==> src/rtl/stm1_frame_sequencer.sv <==
// STM-1 frame sequencer: merges SOH, POH and C4 byte streams into one registered,
// row-major 270x9 byte stream tagged with row, column, region and start-of-frame.
module stm1_frame_sequencer #(
   parameter int unsigned DATA_W    = 8,
   parameter int unsigned STM1_COLS = 270,
   parameter int unsigned STM1_ROWS = 9,
   parameter int unsigned SOH_COLS  = 9,
   parameter int unsigned POH_COLS  = 1,
   parameter int unsigned FCNT_W    = 16
) (
   input  logic              i_clk,
   input  logic              i_rst,
   input  logic              i_en,
   input  logic [DATA_W-1:0] i_soh_data,
   input  logic              i_soh_valid,
   output logic              o_soh_ready,
   input  logic [DATA_W-1:0] i_poh_data,
   input  logic              i_poh_valid,
   output logic              o_poh_ready,
   input  logic [DATA_W-1:0] i_c4_data,
   input  logic              i_c4_valid,
   output logic              o_c4_ready,
   output logic [DATA_W-1:0] o_out_data,
   output logic              o_out_valid,
   input  logic              i_out_ready,
   output logic [3:0]        o_out_row,
   output logic [8:0]        o_out_col,
   output logic [2:0]        o_out_region,
   output logic              o_out_sof,
   output logic              o_busy,
   output logic [FCNT_W-1:0] o_frame_cnt
);

   localparam logic [8:0] LAST_COL = 9'(STM1_COLS - 1);
   localparam logic [3:0] LAST_ROW = 4'(STM1_ROWS - 1);
   localparam logic [8:0] SOH_END  = 9'(SOH_COLS);
   localparam logic [8:0] POH_END  = 9'(SOH_COLS + POH_COLS);

   localparam logic [2:0] REG_RSOH = 3'd0;
   localparam logic [2:0] REG_PTR  = 3'd1;
   localparam logic [2:0] REG_MSOH = 3'd2;
   localparam logic [2:0] REG_POH  = 3'd3;
   localparam logic [2:0] REG_C4   = 3'd4;

   typedef enum logic [1:0] {StIdle, StRun, StStopping} state_t;

   state_t              r_state, w_state_next;
   logic [3:0]          r_row;
   logic [8:0]          r_col;
   logic [DATA_W-1:0]   r_out_data;
   logic                r_out_valid;
   logic [3:0]          r_out_row;
   logic [8:0]          r_out_col;
   logic [2:0]          r_out_region;
   logic                r_out_sof;
   logic [FCNT_W-1:0]   r_frame_cnt;

   logic [2:0]          w_region;
   logic                w_sel_valid;
   logic [DATA_W-1:0]   w_sel_data;
   logic                w_sel_soh, w_sel_poh, w_sel_c4;
   logic                w_load;
   logic                w_last_col, w_frame_end;

   // Region of the byte at the current (row, col) position.
   always_comb begin
      w_region = REG_C4;
      if (r_col < SOH_END) begin
         if (r_row <= 4'd2)      w_region = REG_RSOH;
         else if (r_row == 4'd3) w_region = REG_PTR;
         else                    w_region = REG_MSOH;
      end else if (r_col < POH_END) begin
         w_region = REG_POH;
      end
   end

   // Select the source stream owning the current region.
   always_comb begin
      w_sel_valid = 1'b0;
      w_sel_data  = '0;
      w_sel_soh   = 1'b0;
      w_sel_poh   = 1'b0;
      w_sel_c4    = 1'b0;
      unique case (w_region)
         REG_RSOH, REG_PTR, REG_MSOH: begin
            w_sel_soh   = 1'b1;
            w_sel_valid = i_soh_valid;
            w_sel_data  = i_soh_data;
         end
         REG_POH: begin
            w_sel_poh   = 1'b1;
            w_sel_valid = i_poh_valid;
            w_sel_data  = i_poh_data;
         end
         default: begin
            w_sel_c4    = 1'b1;
            w_sel_valid = i_c4_valid;
            w_sel_data  = i_c4_data;
         end
      endcase
   end

   assign w_load      = (r_state != StIdle) && w_sel_valid && (!r_out_valid || i_out_ready);
   assign w_last_col  = (r_col == LAST_COL);
   assign w_frame_end = w_last_col && (r_row == LAST_ROW);

   assign o_soh_ready = w_load & w_sel_soh;
   assign o_poh_ready = w_load & w_sel_poh;
   assign o_c4_ready  = w_load & w_sel_c4;

   // Run/stop control; a stop request only takes effect on the last byte of a frame.
   always_comb begin
      w_state_next = r_state;
      unique case (r_state)
         StIdle:     if (i_en) w_state_next = StRun;
         StRun: begin
            if (!i_en) w_state_next = (w_load && w_frame_end) ? StIdle : StStopping;
         end
         StStopping: begin
            if (i_en)                         w_state_next = StRun;
            else if (w_load && w_frame_end)   w_state_next = StIdle;
         end
         default:    w_state_next = StIdle;
      endcase
   end

   // State register.
   always_ff @(posedge i_clk or posedge i_rst) begin
      if (i_rst) r_state <= StIdle;
      else       r_state <= w_state_next;
   end

   // Row/column position and completed-frame count, advanced per loaded byte.
   always_ff @(posedge i_clk or posedge i_rst) begin
      if (i_rst) begin
         r_row       <= '0;
         r_col       <= '0;
         r_frame_cnt <= '0;
      end else if (w_load) begin
         if (w_last_col) begin
            r_col <= '0;
            if (r_row == LAST_ROW) begin
               r_row       <= '0;
               r_frame_cnt <= r_frame_cnt + 1'b1;
            end else begin
               r_row <= r_row + 4'd1;
            end
         end else begin
            r_col <= r_col + 9'd1;
         end
      end
   end

   // Single-entry output register; holds while stalled downstream, empties when drained.
   always_ff @(posedge i_clk or posedge i_rst) begin
      if (i_rst) begin
         r_out_data   <= '0;
         r_out_valid  <= 1'b0;
         r_out_row    <= '0;
         r_out_col    <= '0;
         r_out_region <= '0;
         r_out_sof    <= 1'b0;
      end else if (w_load) begin
         r_out_data   <= w_sel_data;
         r_out_valid  <= 1'b1;
         r_out_row    <= r_row;
         r_out_col    <= r_col;
         r_out_region <= w_region;
         r_out_sof    <= (r_row == 4'd0) && (r_col == 9'd0);
      end else if (i_out_ready) begin
         r_out_valid  <= 1'b0;
      end
   end

   assign o_out_data   = r_out_data;
   assign o_out_valid  = r_out_valid;
   assign o_out_row    = r_out_row;
   assign o_out_col    = r_out_col;
   assign o_out_region = r_out_region;
   assign o_out_sof    = r_out_sof;
   assign o_busy       = (r_state != StIdle);
   assign o_frame_cnt  = r_frame_cnt;

endmodule

==> config.mk <==
export PLATFORM = sky130hd
export DESIGN_NAME = stm1_frame_sequencer
export DESIGN_NICKNAME = d
export VERILOG_FILES = /design/src/rtl/stm1_frame_sequencer.sv
export SDC_FILE = /design/constraint.sdc
export NUM_CORES = 1
export LEC_CHECK = 0
export CAP_MARGIN = 25
export CELL_PAD_IN_SITES_DETAIL_PLACEMENT = 1
export CELL_PAD_IN_SITES_GLOBAL_PLACEMENT = 1
export CORE_ASPECT_RATIO = 0.9
export CORE_MARGIN = 2
export CORE_UTILIZATION = 36
export DETAILED_ROUTE_END_ITERATION = 7
export PLACE_DENSITY = 0.88
export SLEW_MARGIN = 20
export SYNTH_ARGS = -nofsm -noshare
export SYNTH_HDL_FRONTEND = slang
export SYNTH_SLANG_ARGS = --single-unit
==> constraint.sdc <==
create_clock -name i_clk -period 2.9 [get_ports i_clk]
set_clock_uncertainty 0.15 [all_clocks]
set_input_delay 0.58 -clock i_clk [delete_from_list [all_inputs] [get_ports i_clk]]
set_output_delay 0.58 -clock i_clk [all_outputs]
set_load 0.005 [all_outputs]
==> flow_metrics.env <==
export IMPL_grt_pass1_vias=2708
export IMPL_cts_root_buf="clkbuf_8"
export IMPL_routabilityCongestion=0.7691
export IMPL_multi_input_area_um2=1297
export IMPL_clk_latency_ps=350
export IMPL_synth_top_cell_by_area="dfrtp_1"
export IMPL_syn_area_um2=2799
export IMPL_dp_slack_ps=-250.8
export IMPL_startpoint_type="input pin"
export IMPL_cap_violations=0
export IMPL_die_h_um=87.65
export IMPL_core_area_um2=7545
export IMPL_worstPathArrival_ps=2140
export IMPL_final_layout_size_suffix_gt1_share_pct=14.55
export IMPL_syn_avg_cell_area_um2=9.821
export IMPL_port_buffers=76
export IMPL_num_rows=30
export IMPL_grt_pass1_wl_um=13520
export IMPL_cts_sinks=57
export IMPL_finalSetupViolations=0
export IMPL_drt_initial_drc_count=138
export IMPL_required_ps=2170
export IMPL_max_stage_delay_ps=540
export IMPL_htreeDepth=3
export IMPL_tritoncts="built"
export IMPL_regArea_um2=1428
export IMPL_via_per_inst=5.164
export IMPL_fillers=864
export IMPL_crit_fanout=3
export IMPL_slew_viol_final=0
export IMPL_ant_nets=0
export IMPL_synthTopCellsByCount="72 x nand2_1, 57 x dfrtp_1, 17 x o21ai_1"
export IMPL_netlist_top_cells_area="dfrtp_1 51%, nand2_1 9.7%, xnor2_1 4.1%, mux2i_1 3.6%, ha_1 3.1%"
export IMPL_fin_ws_ps=28.32
export IMPL_grt_max_degree=58
export IMPL_antenna_found_initial=0
export IMPL_peakVddDrop_mv=0.3877
export IMPL_finalHoldViolations=0
export IMPL_worst_setup_path_end_kind="output port"
export IMPL_insertedDiodeCount=0
export IMPL_slew_headroom_pct=69.09
export IMPL_worstMarginPinSlew_ps=463.6
export IMPL_num_vias=2484
export IMPL_synth_nets=323
export IMPL_dieArea_um2=8497
export IMPL_synth_seq_cells=57
export IMPL_synth_edf_count=0
export IMPL_ys_flop_type="dfrtp_1"
export IMPL_ys_types=43
export IMPL_holdBufCountCts=0
export IMPL_cp_cell_sequence="dlygate4sd2_1 -> or4_1 -> o21ai_2 -> o21bai_2 -> o211a_2 -> buf_4 -> and3_1 -> buf_2"
export IMPL_io_pins=77
export IMPL_cts_clk_slew_worst_paths_ps=70
export IMPL_fin_crit_sh_pct=99.02
export IMPL_async_reset_ff_share_pct=100.0
export IMPL_syn_inst=285
export IMPL_clk_path_buf_depth=2
export IMPL_fmax_ghz=0.3482
export IMPL_status="finished, final reports clean"
export IMPL_synthToLayoutAreaGrowth_pct=42.91
export IMPL_overflow=0
export IMPL_min_period_ps=2872
export IMPL_firstDrtPassIters=4
export IMPL_post_drt_wl_per_cell_um=17.10
export IMPL_die_w_um=96.95
export IMPL_yosysMostFrequentCell="nand2_1"
export IMPL_yosysTopAreaCellShare_pct=50.96
export IMPL_wirelength_um=8225
export IMPL_hold_path_class="reg -> reg"
export IMPL_final_nets=418
export IMPL_whs_ps=326.6
export IMPL_path_class="in -> out"
export IMPL_start_util_pct=37.10
export IMPL_cts_buffers=9
export IMPL_yosys_warnings=0
export IMPL_track_usage_pct=20.34
export IMPL_slowest_stage="or4_1"
export IMPL_yosysSeqAreaShare_pct=50.96
export IMPL_power_density_nw_per_um2=648.5
export IMPL_total_leakage_power_nw=1.834
export IMPL_drc=0
export IMPL_dp_hpwl_um=5750
[state kept, by name, indices dropped and copies added, names as in the netlist]
signal / count
o_frame_cnt: 16
o_out_col: 9
r_col: 9
o_out_data: 8
o_out_row: 4
r_row: 4
o_out_region: 3
r_state: 2
o_out_sof: 1
o_out_valid: 1
[kinds of logic (layout without fill, tap and decap cells)]
kind of cell	count (synthesis)	count (layout)	synth area share (%)
buffers and inverters	18	118	3.442
DFF	57	57	50.96
adders and majority gates	7	7	3.129
xor gates and xnor gates	18	18	5.633
and+or+nand+nor	129	129	23.07
muxes	11	11	3.979
AOI/OAI and AO/OA	45	45	9.790
[per-layer routing]
layer  vias up  track usage [%]  wire (um)
met5         -                0          0
met3         9            4.389        268
met4         0            6.786        116
li1       1170                -          -
met1      1257            24.47       3634
met2        48            36.81       4206
[path summary, 6_finish.rpt]
| path | startpoint | endpoint | slack, ps | cells after the start |
|---|---|---|---|---|
| worst max-delay path | i_soh_valid | o_soh_ready | 30 | 8 |
| max in group asynchronous | i_rst | r_col[6]$_DFFE_PP0P_ | 1880 | 3 |
| worst min register to register | o_out_region[1]$_DFFE_PP0P_ | o_out_region[1]$_DFFE_PP0P_ | 330 | 2 |
| min in group asynchronous | i_rst | o_out_valid$_DFFE_PP0P_ | 440 | 3 |
| worst min-delay path | o_out_region[1]$_DFFE_PP0P_ | o_out_region[1]$_DFFE_PP0P_ | 330 | 2 |
| worst max register to register | r_col[1]$_DFFE_PP0P_ | r_col[5]$_DFFE_PP0P_ | 370 | 9 |
[worst max-delay path: cells and delay by family]
family | cells | cell delay, ps
and+or+nand+nor | 2 | 690
AOI/OAI and AO/OA | 3 | 320
buffers and inverters | 3 | 540
[cell usage in the layout, fill, tap and decap left out, types with 2 or more instances in the layout]
cell and count:
nor3_2 2, and4_1 2, nand4_2 2, clkbuf_8 11
o21ai_1 17, inv_1 6, nand3_1 12, o21ai_0 15
ha_1 7, nor2_2 3, clkinv_2 2, and3_1 6
nor2b_1 3, dfrtp_1 56, nand2_1 71, a31oi_1 2
nand4_1 4, xor2_1 5, mux2i_1 10, buf_4 18
nor2_1 8, clkdlybuf4s50_1 72, xnor2_1 13, or4_1 3
nand4b_1 2, bufinv_16 2, nor4_1 3, buf_2 3
[through the flow]
stage | power [W] | cell area (um^2) | std cells | TNS, ps | util (%)
after floorplan | 0.001331 | 2799 | 285 | 0 | -
after global placement | 0.001676 | 3751 | 462 | -547.6 | 49.72
after detailed placement | 0.001713 | 3751 | 462 | -708.4 | 49.72
after CTS | 0.002607 | 3993 | 481 | 0 | 52.92
after global routing | 0.002729 | 4000 | 481 | -31.85 | 53.02
final | 0.002594 | 4000 | 481 | 0 | 53.02
[power by group]
group	leakage, nW	internal, W	switching, W
logic	0.972	0.000362	0.000375
registers	0.747	0.000906	0.0000798
clock network	0.115	0.000528	0.000344
[area by class of cell]
cell class              instances  share of cell area [%]
clock inverters                 5                   1.939
repair buffers                 95                   22.49
well taps                      96                   3.003
inverters                       7                  0.6569
flip-flops and latches         57                   35.69
clock buffers                  11                   3.785
multi-input cells             210                   32.44
[repair_timing]
item,in CTS,in global routing
pin swaps,5,1
endpoints found under the setup margin,3,2
hold endpoints to repair,0,0
buffers inserted,3,0
gates resized for setup,16,2
Note: power is estimated with default switching activity, not from simulation.
